### src/rtl/n64_controller_link.sv
// n64_controller_link: single-wire N64 controller engine (0xFF reset / 0x01 poll).
// Define N64_ERR_COUNT_EN to build the saturating receive-timeout counter.
module n64_controller_link #(
  parameter int US_CYCLES     = 100,
  parameter int POLL_GAP_US   = 1000,
  parameter int RX_TIMEOUT_US = 64
) (
  input  logic        PCLK,
  input  logic        PRESERN,
  input  logic        polling_enable,
  input  logic        controller_reset,
  input  logic        n64_data_in,
  output logic        n64_data_oe,
  output logic [31:0] button_data,
  output logic        data_valid,
  output logic        busy,
  output logic        timeout_err,
  output logic [7:0]  err_count
);
  localparam int TW   = $clog2(US_CYCLES);
  localparam int UMAX = (POLL_GAP_US > RX_TIMEOUT_US) ?
                        POLL_GAP_US : RX_TIMEOUT_US;
  localparam int UW0  = $clog2(UMAX + 1);
  localparam int UW   = (UW0 < 3) ? 3 : UW0;

  localparam logic [TW-1:0] TICK_LAST = TW'(US_CYCLES - 1);
  localparam logic [UW-1:0] US0       = '0;
  localparam logic [UW-1:0] US1       = UW'(1);
  localparam logic [UW-1:0] US2       = UW'(2);
  localparam logic [UW-1:0] US3       = UW'(3);
  localparam logic [UW-1:0] GAP_LAST  = UW'(POLL_GAP_US - 1);
  localparam logic [UW-1:0] TO_LAST   = UW'(RX_TIMEOUT_US - 1);

  typedef enum logic [2:0] {
    IDLE, TX_BIT, TX_STOP, RX_WAIT, RX_BIT, GAP
  } state_t;

  state_t        state;
  logic [TW-1:0] tick;
  logic [UW-1:0] us;
  logic [7:0]    cmd;
  logic [2:0]    bit_idx;
  logic [4:0]    bit_cnt;
  logic [30:0]   shift;
  logic          rst_sent;
  logic [1:0]    sync_q;
  logic          din;
  logic          din_d;
  logic          fall;
  logic          tick_last;
  logic          rx_to;
  logic [31:0]   shift_nxt;

  assign din       = sync_q[1];
  assign fall      = din_d & ~din;
  assign tick_last = (tick == TICK_LAST);
  assign rx_to     = (state == RX_WAIT) && !fall &&
                     tick_last && (us == TO_LAST);
  assign shift_nxt = {shift, din};
  assign busy      = (state != IDLE);

  // Sync flops idle high so reset release never looks like a falling edge
  always_ff @(posedge PCLK or negedge PRESERN) begin
    if (!PRESERN) begin
      sync_q <= 2'b11;
      din_d  <= 1'b1;
    end else begin
      sync_q <= {sync_q[0], n64_data_in};
      din_d  <= din;
    end
  end

  always_ff @(posedge PCLK or negedge PRESERN) begin
    if (!PRESERN) begin
      state       <= IDLE;
      tick        <= '0;
      us          <= '0;
      cmd         <= '0;
      bit_idx     <= '0;
      bit_cnt     <= '0;
      shift       <= '0;
      rst_sent    <= 1'b0;
      n64_data_oe <= 1'b0;
      button_data <= '0;
      data_valid  <= 1'b0;
      timeout_err <= 1'b0;
    end else begin
      data_valid <= 1'b0;
      if (!controller_reset) rst_sent <= 1'b0;
      tick <= tick_last ? '0 : tick + 1'b1;
      if (tick_last) us <= us + 1'b1;
      unique case (state)
        IDLE: begin
          tick    <= '0;
          us      <= '0;
          bit_idx <= 3'd7;
          if (controller_reset && !rst_sent) begin
            cmd         <= 8'hFF;
            rst_sent    <= 1'b1;
            n64_data_oe <= 1'b1;
            state       <= TX_BIT;
          end else if (polling_enable) begin
            cmd         <= 8'h01;
            n64_data_oe <= 1'b1;
            state       <= TX_BIT;
          end
        end
        TX_BIT: begin
          if (tick_last) begin
            if (us == US3) begin
              us          <= US0;
              n64_data_oe <= 1'b1;
              if (bit_idx == 3'd0) state <= TX_STOP;
              else bit_idx <= bit_idx - 1'b1;
            end else if (us == (cmd[bit_idx] ? US0 : US2)) begin
              n64_data_oe <= 1'b0;
            end
          end
        end
        TX_STOP: begin
          if (tick_last) begin
            us          <= US0;
            bit_cnt     <= '0;
            n64_data_oe <= 1'b0;
            state       <= (cmd == 8'h01) ? RX_WAIT : GAP;
          end
        end
        RX_WAIT: begin
          if (fall) begin
            tick  <= '0;
            us    <= US0;
            state <= RX_BIT;
          end else if (rx_to) begin
            us          <= US0;
            timeout_err <= 1'b1;
            state       <= GAP;
          end
        end
        RX_BIT: begin
          if (tick_last && us == US1) begin
            us      <= US0;
            shift   <= shift_nxt[30:0];
            bit_cnt <= bit_cnt + 1'b1;
            if (bit_cnt == 5'd31) begin
              button_data <= shift_nxt;
              data_valid  <= 1'b1;
              timeout_err <= 1'b0;
              state       <= GAP;
            end else begin
              state <= RX_WAIT;
            end
          end
        end
        GAP: begin
          if (tick_last && us == GAP_LAST) begin
            us    <= US0;
            state <= IDLE;
          end
        end
        default: state <= IDLE;
      endcase
    end
  end

`ifdef N64_ERR_COUNT_EN
  logic [7:0] err_q;

  always_ff @(posedge PCLK or negedge PRESERN) begin
    if (!PRESERN) err_q <= '0;
    else if (rx_to && err_q != 8'hFF) err_q <= err_q + 1'b1;
  end

  assign err_count = err_q;
`else
  assign err_count = 8'h00;
`endif

endmodule
### config.mk
export PLATFORM = sky130hd
export DESIGN_NAME = n64_controller_link
export DESIGN_NICKNAME = d
export VERILOG_FILES = /design/src/rtl/n64_controller_link.sv
export SDC_FILE = /design/constraint.sdc
export NUM_CORES = 1
export LEC_CHECK = 0
export CELL_PAD_IN_SITES_DETAIL_PLACEMENT = 1
export CELL_PAD_IN_SITES_GLOBAL_PLACEMENT = 2
export CORE_MARGIN = 4
export CORE_UTILIZATION = 30
export CTS_CLUSTER_DIAMETER = 100
export CTS_CLUSTER_SIZE = 8
export DETAILED_ROUTE_END_ITERATION = 8
export PLACE_DENSITY_LB_ADDON = 0.1
export SLEW_MARGIN = 20
export SYNTH_ARGS = -nofsm -noshare
export SYNTH_HDL_FRONTEND = slang
export SYNTH_SLANG_ARGS = --single-unit
export TNS_END_PERCENT = 5
### constraint.sdc
create_clock -name PCLK -period 2.75 [get_ports PCLK]
set_input_delay 0.6875 -clock PCLK [delete_from_list [all_inputs] [get_ports PCLK]]
set_output_delay 0.6875 -clock PCLK [all_outputs]
set_load 0.01 [all_outputs]
==> results of run 1 <==
[sequential cells by signal, summed over array words and instances, names as in the netlist, 2 cells and up]
| signal | cells |
|---|---|
| bit_cnt | 5 |
| tick | 7 |
| us | 10 |
| sync_q | 2 |
| shift | 31 |
| cmd | 2 |
| button_data | 32 |
| bit_idx | 3 |
| state | 3 |
[cell families (layout without fill, tap and decap cells)]
kind of cell / after synthesis / in the layout
other: 1 / 8
XOR/XNOR: 7 / 7
AO/OA/AOI/OAI: 59 / 59
AND/OR/NAND/NOR: 190 / 190
flip-flops: 100 / 100
adder cells (fa/ha/maj): 8 / 8
buffers and inverters: 37 / 82
multiplexers: 35 / 35
[cells in the mapped netlist, types with 3 or more instances]
| cell type | number |
|---|---|
| a21oi_1 | 13 |
| and3_1 | 8 |
| a22o_1 | 6 |
| and2_1 | 3 |
| nor3_1 | 6 |
| mux2_1 | 5 |
| dfstp_2 | 3 |
| nand4_1 | 5 |
| xnor2_1 | 5 |
| nor2_1 | 13 |
| nand3_1 | 11 |
| dfrtp_1 | 97 |
| a22oi_1 | 3 |
| clkbuf_1 | 11 |
| buf_2 | 4 |
| a31oi_1 | 5 |
| clkbuf_8 | 3 |
| inv_1 | 9 |
| buf_4 | 8 |
| mux2i_1 | 3 |
| o21ai_0 | 16 |
| mux2_2 | 27 |
| ha_1 | 8 |
| nand2_1 | 119 |
[power groups by stage]
stage / logic (µW) / clock network, µW / registers [µW]
floorplan: 661 / 0 / 1640
global placement: 899 / 0 / 1680
detailed placement: 917 / 0 / 1690
CTS: 923 / 1250 / 1660
global route: 1030 / 1320 / 1670
finish: 903 / 1190 / 1660
[cell type report]
type / instances / area share (%)
flip-flops and latches: 100 / 46.0
repair buffers: 55 / 10.1
well taps: 184 / 4.22
clock inverters: 5 / 0.688
inverters: 11 / 0.803
multi-input cells: 307 / 34.0
clock buffers: 11 / 4.27
[per-layer routing]
layer	global-route usage (%)	wire, µm	up-vias
li1	-	-	1570
met1	17.6	4990	1615
met2	21.5	4910	50
met3	4.31	434	11
met4	3.69	129	0
met5	0	0	-
[worst reg2reg max path, cell delays in order (launching register included)]
cell and delay [ps]:
dfrtp_1 440, or4b_4 610, nor2_8 180, inv_4 80, a22o_1 220, a21bo_1 210, a2111oi_0 390, a221oi_1 90
[worst paths after layout]
kind / from / end / cells past startpoint
min in group PCLK: sync_q[0] / sync_q[1] / 0
hold / removal: PRESERN / bit_idx[0] / 1
max in group asynchronous: PRESERN / button_data[23] / 2
setup reg to reg: tick[4] / state[0] / 7
setup / recovery: state[2] / busy / 3
hold reg to reg: sync_q[0] / sync_q[1] / 0
[through the flow]
step / cell area [µm²] / total power [µW] / worst slack [ps] / hold WS, ps
floorplan: 4570 / 2300 / 573 / 345
global placement: 5180 / 2580 / 292 / 346
detailed placement: 5180 / 2610 / 259 / 348
CTS: 5450 / 3830 / 318 / 338
global route: 5450 / 4020 / 172 / 367
finish: 5450 / 3750 / 367 / 324
==> run_results.csv, run 1 <==
group,metric,value,unit
layout,finalNetCount,497,
clock_network,cts_root_buf,"clkbuf_16",
logic_synthesis,synth_top_cell_by_area,"dfrtp_1",
critical_path,critPathLaunchType,"flop",
global_route,grt-ovfl-total,0,
logic_synthesis,yosys-mux-area-fraction,8.60,%
detailed_routing,drt_first_pass_iters,4,
timing,tns,0,ps
detailed_routing,drc_errors,0,
clock_network,cts_hold_buffers,0,
clock_network,cts_setup_buffers,0,
clock_network,clock_latency,350,ps
critical_path,cp-end-kind,"output pin",
power_and_ir_drop,p_switching,1220,µW
clock_network,clk_pin_slew_worst_paths,70,ps
timing,fin_crit_sh,86.6,%
critical_path,cp_slowest_cell,"dfrtp_1",
layout,drive_above_1_share,15.3,%
logic_synthesis,synth_top_cell_area_share,53.5,%
global_route,grt_pass1_wl,18100,µm
floorplan,die_w,131,µm
timing,timing.final.crit_period,2380,ps
detailed_routing,vias,3246,
clock_network,cts_tree,"built",
power_and_ir_drop,vdd_drop_max,350,µV
power_and_ir_drop,switching_share,32.6,%
critical_path,crit_required,2060,ps
critical_path,cpLargestDelayFamily,"buffers and inverters",
floorplan,row_count,44,
detailed_routing,wl_per_cell,15.5,µm
timing,hold_violations,0,
layout,layoutNonFillerInstCount,673,
detailed_routing,finalWirelength,10500,µm
run_status,outcome,"finished clean",
power_and_ir_drop,seq_power_share,44.3,%
detailed_routing,routed_via_density,4.82,
layout,area_growth,20.1,%
floorplan,initial_utilization,30.9,%
timing,setup_viol,0,
clock_network,cts_buffer_depth,2,
logic_synthesis,synth_top_family_by_area,"simple AND/OR/NAND/NOR gates",
hold_path,hold_path.class,"primary input to asynchronous set/reset pin",
logic_synthesis,syn_area,4540,µm²
global_route,grt_pass1_vias,3524,
logic_synthesis,synth_compound_area_share,8.43,%
power_and_ir_drop,pwr-share-clk,31.6,%
logic_synthesis,async_reset_ff_share,100,%
logic_synthesis,seq_area_frac_synth,55.2,%
floorplan,die_area,17200,µm²
timing,rsz0062_at_grt,"false",
power_and_ir_drop,internal-power,2530,µW
logic_synthesis,synthFlopType,"dfrtp_1",
floorplan,die_h,131,µm
logic_synthesis,synthXorXnorAreaFrac,1.35,%
timing,slew_headroom,62.4,%
detailed_routing,drt_iter0_markers,157,
placed_design,post-place-cells,657,
layout,layout_commonest_cell,"nand2_1",
detailed_routing,ant_nets,0,
critical_path,critPathArrivalTime,1700,ps
global_route,grt_util_all_layers,13.4,%
critical_path,reg2reg_slack,410,ps
logic_synthesis,ys_ff_latch,100,
critical_path,worstPathMaxFanout,8,
floorplan,core_area,14700,µm²
timing,finClkSkew,7.57,ps
layout,regArea,2510,µm²
logic_synthesis,synthSimpleGateAreaFrac,19.6,%
timing,worst-slew-pin-transition,563,ps
power_and_ir_drop,power_density,688,nW/µm²
placed_design,dp_hpwl,7410,µm
logic_synthesis,yosysWarnings,0,
layout,final_cell_mix,"nand2_1, dfrtp_1, clkdlybuf4s50_1, mux2_2, o21ai_0",
clock_network,cts_buffers,9,
critical_path,slowest_delay,480,ps
critical_path,critPathKind,"flop to output pin",
global_route,grt_max_degree,42,
logic_synthesis,synth_edf_count,0,
global_route,antenna_found_initial,0,
layout,fillers,1631,
layout,diodes,0,
placed_design,gp_congestion,0.793,
layout,multi_input_area,1850,µm²
power_and_ir_drop,p_leak,0.00269,µW
placed_design,port-buffer-count,40,
power_and_ir_drop,p_comb_share,24.1,%
timing,max_freq,420,MHz
critical_path,cp_cell_sequence,"nor3_1, inv_1, clkdlybuf4s50_1",
clock_network,ctsHtreeMaxLevel,3,
run,maxCapViolations,0,
logic_synthesis,synthTopCellsByArea,"dfrtp_1, nand2_1, mux2_2",
logic_synthesis,netlist_instances,437,
logic_synthesis,synth.avg_cell_area,10.4,µm²
timing,final_max_slew_viol_count,0,
logic_synthesis,post_synth_num_cell_types,59,
floorplan,io_pins,49,
clock_network,cts-resized-gates,0,
clock_network,clock-sinks,100,
critical_path,path_buf_inv,2,
layout,fin_util,37.1,%
logic_synthesis,synthAdderAreaFrac,2.20,%
Power figures use the tool's default switching activity.
==> run 2, diff against run 1 <==
Settings changed: CTS_BUF_LIST set to sky130_fd_sc_hd__clkbuf_16.
==> run 2 against run 1 <==
Fmax barely moved. Combinational power barely moved. Clock power barely moved. Utilization did not move. Die area did not move. Sequential power barely moved. Sequential share of layout area did not move. Clock skew barely moved. Global-route usage did not move. Critical path type unchanged. Critical endpoint unchanged.
==> run_results.csv, run 2 (same netlist as run 1, synthesis figures left out) <==
group,metric,value,unit
layout,fillers,1631,
global_route,grt_pass1_wl,18100,µm
timing,worst-slew-pin-transition,563,ps
power_and_ir_drop,seq_power_share,44.4,%
critical_path,critPathArrivalTime,1700,ps
layout,layoutNonFillerInstCount,673,
clock_network,clk_pin_slew_worst_paths,70,ps
critical_path,reg2reg_from,"tick[4]",
floorplan,die_area,17200,µm²
floorplan,io_pins,49,
clock_network,cts_root_buf,"clkbuf_16",
power_and_ir_drop,switching_share,32.7,%
detailed_routing,ant_nets,0,
placed_design,dp_hpwl,7410,µm
critical_path,cp-end-kind,"output pin",
timing,final_max_slew_viol_count,0,
layout,diodes,0,
critical_path,slowest_delay,480,ps
global_route,grt_max_degree,42,
critical_path,cp_cell_sequence,"nor3_1, inv_1, clkdlybuf4s50_1",
detailed_routing,vias,3246,
global_route,grt-ovfl-total,0,
power_and_ir_drop,vdd_drop_max,350,µV
critical_path,rr_worst_depth,7,
critical_path,cp_slowest_cell,"dfrtp_1",
critical_path,critPathKind,"flop to output pin",
clock_network,cts-resized-gates,0,
timing,rsz0062_at_grt,"false",
global_route,grt_util_all_layers,13.4,%
hold_path,hold_path.class,"primary input to asynchronous set/reset pin",
layout,area_growth,20.1,%
power_and_ir_drop,p_leak,0.00269,µW
power_and_ir_drop,internal-power,2520,µW
floorplan,die_h,131,µm
global_route,antenna_found_initial,0,
floorplan,die_w,131,µm
clock_network,cts_hold_buffers,0,
critical_path,reg2reg_slack,410,ps
floorplan,initial_utilization,30.9,%
clock_network,cts_buffers,9,
layout,reg_top3,"button_data: 32 flops, shift: 31 flops, us: 10 flops",
detailed_routing,wl_per_cell,15.5,µm
layout,largest_reg_flops,32,
placed_design,port-buffer-count,40,
floorplan,row_count,44,
critical_path,worstPathMaxFanout,8,
timing,finClkSkew,8.05,ps
detailed_routing,drt_iter0_markers,157,
run_status,outcome,"finished clean",
placed_design,post-place-cells,657,
timing,slew_headroom,62.4,%
timing,hold_violations,0,
layout,drive_above_1_share,15.3,%
critical_path,cp.depth,3,
power_and_ir_drop,power.total,3740,µW
timing,max_freq,420,MHz
detailed_routing,drt_first_pass_iters,4,
floorplan,core_area,14700,µm²
critical_path,reg2reg_to,"state[0]",
layout,top_register,"button_data",
detailed_routing,routed_via_density,4.82,
detailed_routing,finalWirelength,10500,µm
timing,setup_viol,0,
critical_path,crit_required,2060,ps
timing,timing.final.crit_period,2380,ps
clock_network,ctsHtreeMaxLevel,3,
power_and_ir_drop,power_density,686,nW/µm²
run,maxCapViolations,0,
placed_design,gp_congestion,0.793,
clock_network,cts_buffer_depth,2,
detailed_routing,drc_errors,0,
critical_path,path_buf_inv,2,
power_and_ir_drop,pwr-share-clk,31.5,%
layout,finalNetCount,497,
layout,layout_commonest_cell,"nand2_1",
timing,fin_crit_sh,86.6,%
layout,regArea,2510,µm²
timing,tns,0,ps
clock_network,clock-sinks,100,
clock_network,cts_setup_buffers,0,
layout,final_cell_mix,"nand2_1, dfrtp_1, clkdlybuf4s50_1, mux2_2, o21ai_0",
critical_path,critPathLaunchType,"flop",
power_and_ir_drop,p_switching,1220,µW
layout,multi_input_area,1850,µm²
critical_path,cpLargestDelayFamily,"buffers and inverters",
power_and_ir_drop,p_comb_share,24.1,%
global_route,grt_pass1_vias,3524,
clock_network,clock_latency,350,ps
clock_network,cts_tree,"built",
## run 2: cell types whose count changed in the layout (fill, tap and decap cells not counted), sizes merged
| cell | previous run | this run |
|---|---|---|
| clkbuf | 11 | 9 |
| inv | 12 | 14 |
## run 2: metal layers
layer	global-route usage, %	wire [µm]
met1	17.6	4990
met2	21.5	4910
met3	4.31	434
met4	3.69	129
met5	0	0
## run 2: per-stage QoR
step	utilization, %	hold WS [ps]	worst slack, ps	cell area, µm²
detailed placement	35.3	348	259	5180
floorplan	-	345	573	4570
finish	37.1	324	367	5450
CTS	37.1	338	318	5450
global placement	35.3	346	292	5180
global route	37.1	367	172	5450
## run 2: worst max-delay path by stage
stage | from | to | slack (ps)
after floorplan | tick[4] | state[1] | 570
after global placement | controller_reset | state[0] | 290
after detailed placement | controller_reset | state[0] | 260
after CTS | state[2] | busy | 320
after global routing | us[4] | us[1] | 170
final | state[2] | busy | 370
## run 2: final cells by class
cell class                 count  area share [%]
tap                          184            4.22
multi-input combinational    307            34.0
sequential                   100            46.0
timing repair buffer          55            10.1
inverter                      11           0.803
clock inverter                 7           0.826
clock buffer                   9            4.13
## run 2: power groups by stage
stage	registers [µW]	clock network [µW]	logic [µW]
global placement	1680	0	899
global route	1670	1310	1030
finish	1660	1180	903
floorplan	1640	0	661
CTS	1660	1240	923
detailed placement	1690	0	917
## run 2: worst reg2reg max path, cell delays in order (launching register included)
cell,delay (ps)
dfrtp_1,440
or4b_4,610
nor2_8,180
inv_4,80
a22o_1,220
a21bo_1,210
a2111oi_0,390
a221oi_1,90
==> run 3, diff against run 2 <==
Settings changed: CORE_ASPECT_RATIO set to 0.8.
==> run 3 against run 2 <==
Utilization increased by 0.52 points. Setup slack lost 54 ps. Clock power increased by 13%. Highest routed layer unchanged. Sequential power hardly changed. Fmax is 2.2% lower.
==> run_results.csv, run 3 (same netlist as run 1, synthesis figures left out) <==
group,metric,value,unit
global_route,grt_util_all_layers,13.1,%
global_route,grt_max_degree,45,
layout,area_growth,20.5,%
global_route,grt-ovfl-total,0,
floorplan,die_w,146,µm
power_and_ir_drop,vdd_drop_max,283,µV
detailed_routing,top_layer,"met4",
clock_network,cts_hold_buffers,0,
critical_path,slowest_delay,480,ps
critical_path,path_buf_inv,3,
timing,final_max_slew_viol_count,0,
layout,diodes,0,
floorplan,die_h,118,µm
clock_network,cts_tree,"built",
critical_path,cp_slowest_cell,"clkdlybuf4s50_1",
detailed_routing,finalWirelength,10400,µm
placed_design,post-place-cells,656,
global_route,antenna_found_initial,0,
floorplan,io_pins,49,
critical_path,reg2reg_slack,350,ps
critical_path,critPathLaunchType,"flop",
placed_design,pre_cts_slack,273,ps
detailed_routing,routed_via_density,4.88,
placed_design,port-buffer-count,40,
critical_path,cp_cell_sequence,"buf_4, nor3_1, inv_1, clkdlybuf4s50_1",
critical_path,critPathArrivalTime,1750,ps
critical_path,critPathKind,"flop to output pin",
clock_network,clk_pin_slew_worst_paths,70,ps
timing,finClkSkew,8.85,ps
layout,layout_commonest_cell,"nand2_1",
critical_path,worstPathMaxFanout,9,
layout,reg_top3,"button_data: 32 flops, shift: 31 flops, us: 10 flops",
timing,setup_viol,0,
detailed_routing,drt_first_pass_iters,4,
timing,fin_crit_sh,88.6,%
floorplan,die_area,17200,µm²
layout,largest_reg_flops,32,
placed_design,gp_congestion,0.795,
critical_path,cp-end-kind,"output pin",
layout,layoutNonFillerInstCount,671,
run,maxCapViolations,0,
clock_network,cts-resized-gates,0,
detailed_routing,wl_per_cell,15.5,µm
clock_network,clock_latency,340,ps
placed_design,placed_area,5160,µm²
layout,fillers,1626,
timing,setup_ws,313,ps
clock_network,cts_buffer_depth,2,
clock_network,cts_root_buf,"clkbuf_16",
clock_network,cts_buffers,9,
detailed_routing,drc_errors,0,
timing,hold_violations,0,
layout,top_register,"button_data",
layout,final_area,5470,µm²
power_and_ir_drop,power.total,3900,µW
layout,drive_above_1_share,15.0,%
clock_network,ctsHtreeMaxLevel,3,
layout,final_cell_mix,"nand2_1, dfrtp_1, clkdlybuf4s50_1, mux2_2, o21ai_0",
floorplan,core_area,14500,µm²
layout,finalNetCount,496,
detailed_routing,drt_iter0_markers,167,
critical_path,crit_required,2060,ps
detailed_routing,ant_nets,0,
timing,worst-slew-pin-transition,517,ps
power_and_ir_drop,power_density,713,nW/µm²
detailed_routing,wl_met1,5340,µm
timing,rsz0062_at_grt,"false",
run_status,outcome,"finished clean",
detailed_routing,wl_met2,4540,µm
global_route,grt_pass1_vias,3530,
detailed_routing,vias,3272,
timing,timing.final.crit_period,2440,ps
timing,slew_headroom,65.2,%
placed_design,dp_hpwl,7320,µm
clock_network,clock-sinks,100,
timing,max_freq,410,MHz
timing,tns,0,ps
detailed_routing,wl_met3,403,µm
hold_path,hold_path.class,"primary input to asynchronous set/reset pin",
floorplan,initial_utilization,31.2,%
floorplan,row_count,39,
global_route,grt_pass1_wl,18400,µm
critical_path,cpLargestDelayFamily,"buffers and inverters",
clock_network,cts_setup_buffers,0,
power_and_ir_drop,p_leak,0.00270,µW
==> run 3: worst paths after layout <==
check                             endpoint      start  cells past startpoint
max                                   busy   state[1]                      4
min                            n64_data_oe    PRESERN                      1
max reg2reg                          us[1]      us[5]                      6
min reg2reg                      sync_q[1]  sync_q[0]                      0
max in group asynchronous  button_data[27]    PRESERN                      2
min in group PCLK                sync_q[1]  sync_q[0]                      0
==> run 3: power breakdown <==
part	switching, µW	leakage [µW]	internal [µW]
sequential	93.9	0.00135	1560
combinational	559	0.00119	356
clock	544	0.000150	786
==> run 3: per-layer routing <==
metal  GRT usage (%)  vias up
met5               0        -
met4            3.68        0
met3            3.85       12
met2            19.7       46
met1            18.3     1647
li1                -     1567
==> run 3: final cells by class <==
type | count | area (µm²) | area share [%]
Multi-Input combinational cell | 307 | 1850 | 33.9
Clock buffer | 9 | 225 | 4.12
Timing Repair Buffer | 54 | 528 | 9.65
Tap cell | 184 | 230 | 4.21
Clock inverter | 6 | 82.6 | 1.51
Sequential cell | 100 | 2510 | 45.8
Inverter | 11 | 43.8 | 0.801
==> run 3: metrics by stage <==
stage,hold WS [ps],utilization (%)
final,312,37.6
after global routing,334,37.6
after CTS,318,37.6
after detailed placement,349,35.5
after global placement,346,35.5
after floorplan,345,-
